===== src/rtl/bus_pkg.sv =====
// bus_pkg: shared types and constants for the line-fill requester.
// Holds the FSM state enum, the read tag and the line geometry.
package bus_pkg;

   typedef enum logic [2:0] {
      S_IDLE,
      S_ARB,
      S_REQ,
      S_RESP,
      S_DONE
   } state_t;

   localparam int          LINE_BEATS   = 8;
   localparam int          BEAT_CNT_W   = 3;
   localparam logic [12:0] TAG_READ_MEM = 13'h0001;

   // Clear the byte offset inside a 64-byte line.
   function automatic logic [63:0] line_align(input logic [63:0] a);
      return {a[63:6], 6'b0};
   endfunction

endpackage


===== src/rtl/bus_requester.sv =====
// bus_requester: arbitrates for the bus, issues one line read and
// assembles the returned beats into a full line for the client.
module bus_requester #(
   parameter int BUS_DATA_WIDTH = 64,
   parameter int BUS_TAG_WIDTH  = 13,
   parameter int LINE_BEATS     = bus_pkg::LINE_BEATS
) (
   input  logic                                 clk,
   input  logic                                 reset_n,
   input  logic                                 req_valid,
   input  logic [63:0]                          req_addr,
   output logic                                 req_ready,
   output logic                                 resp_valid,
   output logic [BUS_DATA_WIDTH*LINE_BEATS-1:0] resp_data,
   output logic                                 bus_reqcyc,
   input  logic                                 bus_grant,
   output logic                                 bus_busy,
   output logic [BUS_DATA_WIDTH-1:0]            bus_req,
   output logic [BUS_TAG_WIDTH-1:0]             bus_reqtag,
   input  logic                                 bus_reqack,
   input  logic                                 bus_respcyc,
   input  logic [BUS_DATA_WIDTH-1:0]            bus_resp,
   input  logic [BUS_TAG_WIDTH-1:0]             bus_resptag,
   output logic                                 bus_respack
);

   import bus_pkg::*;

   state_t                              r_state;
   state_t                              w_next;
   logic [63:0]                         r_addr;
   logic [BEAT_CNT_W-1:0]               r_cnt;
   logic [BUS_DATA_WIDTH*LINE_BEATS-1:0] r_line;
   logic                                w_accept;
   logic                                w_beat;
   logic                                w_last;
   logic                                w_unused_tag;

   // Response tags are not used to qualify beats.
   assign w_unused_tag = ^bus_resptag;

   assign w_accept = (r_state == S_IDLE) && req_valid;
   assign w_beat   = (r_state == S_RESP) && bus_respcyc;
   assign w_last   = w_beat &&
                     (r_cnt == BEAT_CNT_W'(LINE_BEATS - 1));

   assign resp_data = r_line;

   // State register.
   always_ff @(posedge clk or negedge reset_n) begin
      if (!reset_n) begin
         r_state <= S_IDLE;
      end else begin
         r_state <= w_next;
      end
   end

   // Next-state and Moore/Mealy outputs; everything idles at 0.
   always_comb begin
      w_next      = r_state;
      req_ready   = 1'b0;
      resp_valid  = 1'b0;
      bus_reqcyc  = 1'b0;
      bus_busy    = 1'b0;
      bus_req     = '0;
      bus_reqtag  = '0;
      bus_respack = 1'b0;
      unique case (r_state)
         S_IDLE: begin
            req_ready = 1'b1;
            if (req_valid) begin
               w_next = S_ARB;
            end
         end
         S_ARB: begin
            bus_reqcyc = 1'b1;
            if (bus_grant) begin
               w_next = S_REQ;
            end
         end
         S_REQ: begin
            bus_reqcyc = 1'b1;
            bus_busy   = 1'b1;
            bus_req    = BUS_DATA_WIDTH'(r_addr);
            bus_reqtag = BUS_TAG_WIDTH'(TAG_READ_MEM);
            if (bus_reqack) begin
               w_next = S_RESP;
            end
         end
         S_RESP: begin
            bus_busy    = 1'b1;
            bus_respack = bus_respcyc;
            if (w_last) begin
               w_next = S_DONE;
            end
         end
         S_DONE: begin
            resp_valid = 1'b1;
            w_next     = S_IDLE;
         end
         default: begin
            w_next = S_IDLE;
         end
      endcase
   end

   // Address latch, beat counter and line assembly.
   always_ff @(posedge clk or negedge reset_n) begin
      if (!reset_n) begin
         r_addr <= '0;
         r_cnt  <= '0;
         r_line <= '0;
      end else begin
         if (w_accept) begin
            r_addr <= line_align(req_addr);
         end
         if (w_beat) begin
            r_line[BUS_DATA_WIDTH*int'(r_cnt) +: BUS_DATA_WIDTH] <= bus_resp;
            r_cnt <= w_last ? '0 : r_cnt + BEAT_CNT_W'(1);
         end
      end
   end

endmodule

===== config.mk =====
export PLATFORM = sky130hd
export DESIGN_NAME = bus_requester
export DESIGN_NICKNAME = d
export VERILOG_FILES = /design/src/rtl/bus_pkg.sv /design/src/rtl/bus_requester.sv
export SDC_FILE = /design/constraint.sdc
export NUM_CORES = 1
export LEC_CHECK = 0
export CORE_AREA = 2 2 288 290
export DETAILED_ROUTE_END_ITERATION = 7
export DIE_AREA = 0 0 290 292
export DONT_BUFFER_PORTS = 1
export GPL_ROUTABILITY_DRIVEN = 0
export SLEW_MARGIN = 25
export SYNTH_ARGS = -nofsm -noshare
export SYNTH_HDL_FRONTEND = slang
export SYNTH_SLANG_ARGS = --single-unit

===== constraint.sdc =====
create_clock -name clk -period 8 [get_ports clk]
set_clock_uncertainty 0.1 [all_clocks]
set_input_delay 0.4 -clock clk [delete_from_list [all_inputs] [get_ports clk]]
set_output_delay 0.4 -clock clk [all_outputs]
set_load 0.02 [all_outputs]

==> results.json <==
{
  "max-vdd-ir-drop_uv": 217,
  "startpoint_type": "register",
  "grt_max_degree": 577,
  "syn-mean-instance-area_sq_um": 14.3,
  "maxCapViolCount": 0,
  "place_area_sq_mm": 0.0249,
  "initialDrtViolationCount": 563,
  "synthMuxAreaShare_pct": 26.5,
  "first_pass_iters": 5,
  "core_area_sq_mm": 0.0816,
  "r2r-start": "r_cnt[1]",
  "dp_hpwl_mm": 50.7,
  "cts_inserted_buffers": 67,
  "fin_crit_ns": 3.59,
  "die_x_um": 290,
  "final_cell_mix": "dfrtp_1, mux2_2, and2_1, mux2_1, dlygate4sd3_1",
  "antenna_found_initial": 6,
  "clock.fmax_mhz": 279,
  "synthSimpleGateAreaFrac_pct": 8.89,
  "drv_slew": 0,
  "area_delta_synth_final_pct": 18.3,
  "cts.sinks": 576,
  "post_cts_resized": 0,
  "routed_wirelength_mm": 78.1,
  "drc": 0,
  "synth_top_family_by_area": "multiplexers",
  "status": "complete, but fails checks",
  "cts_tree": "yes",
  "layout_commonest_cell": "dfrtp_1",
  "critPathKind": "register to output port",
  "critPathLaunch": "r_state[1]",
  "yosys_register_bits": 576,
  "stdcell_count": 2911,
  "hold_viol_final": 576,
  "ant_nets": 0,
  "ios": 741,
  "cts_setup_buffers": 0,
  "syn_area_sq_mm": 0.0240,
  "grt_pass1_wl_mm": 112,
  "grt_usage_pct": 17.8,
  "synth-seq-area-share_pct": 60.1,
  "finalSetupViolCount": 0,
  "synth.top_cell.area_share_pct": 60.1,
  "design_area_sq_mm": 0.0284,
  "cts-htree-levels": 3,
  "drive_gt1_share_pct": 29.8,
  "timing.hold.ws_ns": -0.598,
  "synth-compound-area-share_pct": 0.214,
  "hold_class": "input pin to asynchronous set/reset pin",
  "yosys-top-cells-area": "dfrtp_1, mux2_2, mux2_1, and2_1, and3_1",
  "wl_per_cell_um": 26.8,
  "cp_max_fo": 46,
  "ys_types": 36,
  "p_leak_nw": 14.3,
  "grt_overflow_total": 0,
  "clk_pin_slew_ns": 0.06,
  "path_cells": "nor2b_1 -> and2b_1 -> buf_4 -> and2_1",
  "slowest_stage": "dfrtp_1",
  "initial_core_util_pct": 29.4,
  "critPathArrivalTime_ns": 3.09,
  "port_buffers": 0,
  "synth_fa_ha_area_share_pct": 0.365,
  "synth_xor_area_share_pct": 0.0365,
  "num_rows": 105,
  "cp_data_required_time_ns": 7.50,
  "via_per_inst": 4.93,
  "nNetsFinal": 1941,
  "p_per_area_mw_per_mm2": 417,
  "cp-end-kind": "output port",
  "synth_top_cell_by_area": "dfrtp_1",
  "worstSkewPairLatency_ns": 0.59,
  "ys_warn_count": 0,
  "dp_cells": 2663,
  "worst_pin_slew_ns": 1.28,
  "die_area_sq_mm": 0.0847,
  "tns_ns": 0,
  "vias": 14400,
  "slew_headroom_pct": 14.5,
  "p_total_mw": 11.8,
  "clock-root-buffer": "clkbuf_16",
  "max_stage_delay_ns": 0.56,
  "synth_cells": 1678,
  "die_y_um": 292,
  "holdBufCountCts": 125,
  "grt_pass1_vias": 15400,
  "failed_checks": "negative hold slack",
  "rsz0062_at_grt": "false",
  "clockBufferDepth": 3,
  "post-route-period-util_pct": 44.9
}
[final timing paths]
path,slack [ns],cells after the start,end
max in group asynchronous,7.34,0,resp_data[403]
min reg2reg,0.40,1,r_addr[53]
max,4.41,4,bus_req[27]
min in group clk,0.04,2,resp_data[482]
min,-0.60,0,resp_data[237]
max reg2reg,4.63,7,resp_data[132]
[area by class of cell]
class	instances	area, sq um
Timing Repair Buffer	147	1420
Clock buffer	94	1960
Antenna cell	5	12.5
Fill cell	7759	53200
Inverter	45	169
Clock inverter	24	280
Tap cell	1070	1340
Sequential cell	576	14400
Multi-Input combinational cell	950	8800
[stage by stage]
| step | worst slack [ns] | util (%) | hold WS (ns) |
|---|---|---|---|
| after floorplan | 5.20 | - | 0.00441 |
| after global placement | 4.68 | 30.5 | 0.0160 |
| after detailed placement | 4.59 | 30.5 | 0.0150 |
| after CTS | 4.38 | 34.8 | -0.656 |
| after global routing | 4.28 | 34.8 | -0.654 |
| final | 4.41 | 34.8 | -0.598 |
[logic make-up (layout without fill, tap and decap cells)]
| logic type | count (synthesis) | count (layout) |
|---|---|---|
| mux | 570 | 570 |
| fa+ha+maj | 7 | 7 |
| other cells | 1 | 23 |
| simple gates | 346 | 346 |
| xor+xnor | 1 | 1 |
| flops | 576 | 576 |
| buf+inv | 169 | 310 |
| compound gates | 8 | 8 |
[Yosys cell counts]
| master | count |
|---|---|
| a211oi_1 | 1 |
| a21oi_1 | 1 |
| and2_1 | 144 |
| and2b_1 | 1 |
| and3_1 | 108 |
| and3b_1 | 1 |
| buf_2 | 28 |
| buf_4 | 44 |
| buf_6 | 13 |
| clkbuf_1 | 39 |
| conb_1 | 1 |
| dfrtp_1 | 576 |
| ha_1 | 7 |
| inv_1 | 44 |
| inv_2 | 1 |
| mux2_1 | 130 |
| mux2_2 | 399 |
| mux2i_1 | 41 |
| nand2_1 | 42 |
| nand3_1 | 1 |
| nand3_2 | 1 |
| nand3_4 | 3 |
| nand3b_1 | 3 |
| nand4b_4 | 1 |
| nor2_1 | 3 |
| nor2b_1 | 28 |
| nor3_1 | 2 |
| nor3_2 | 1 |
| nor3b_1 | 2 |
| nor4b_1 | 3 |
| nor4b_2 | 1 |
| o2111ai_1 | 1 |
| o21ai_0 | 4 |
| o31a_2 | 1 |
| or3_1 | 1 |
| xnor2_1 | 1 |
[registers in the layout, summed over array words and instances (netlist names)]
name / count
r_addr: 58
r_cnt: 3
r_state: 3
resp_data: 512
[layer usage]
metal | global-route usage [%] | wire length (um)
met4 | 6.75 | 2520
met1 | 19.9 | 29200
met5 | 0 | 34
met3 | 6.04 | 6300
met2 | 31.3 | 40000
[critical path, delay by kind of cell (launching register included)]
family        cells  cell delay, ns
simple gates      3            1.50
buf+inv           1            0.42
flops             1            0.56
[power breakdown]
part,leakage (nW),internal (mW),switching [mW]
Sequential,7.66,3.93,2.02
Clock,1.10,1.85,1.25
Combinational,5.53,1.20,1.58
Total,14.3,6.98,4.85
(Power assumes the default switching activity.)
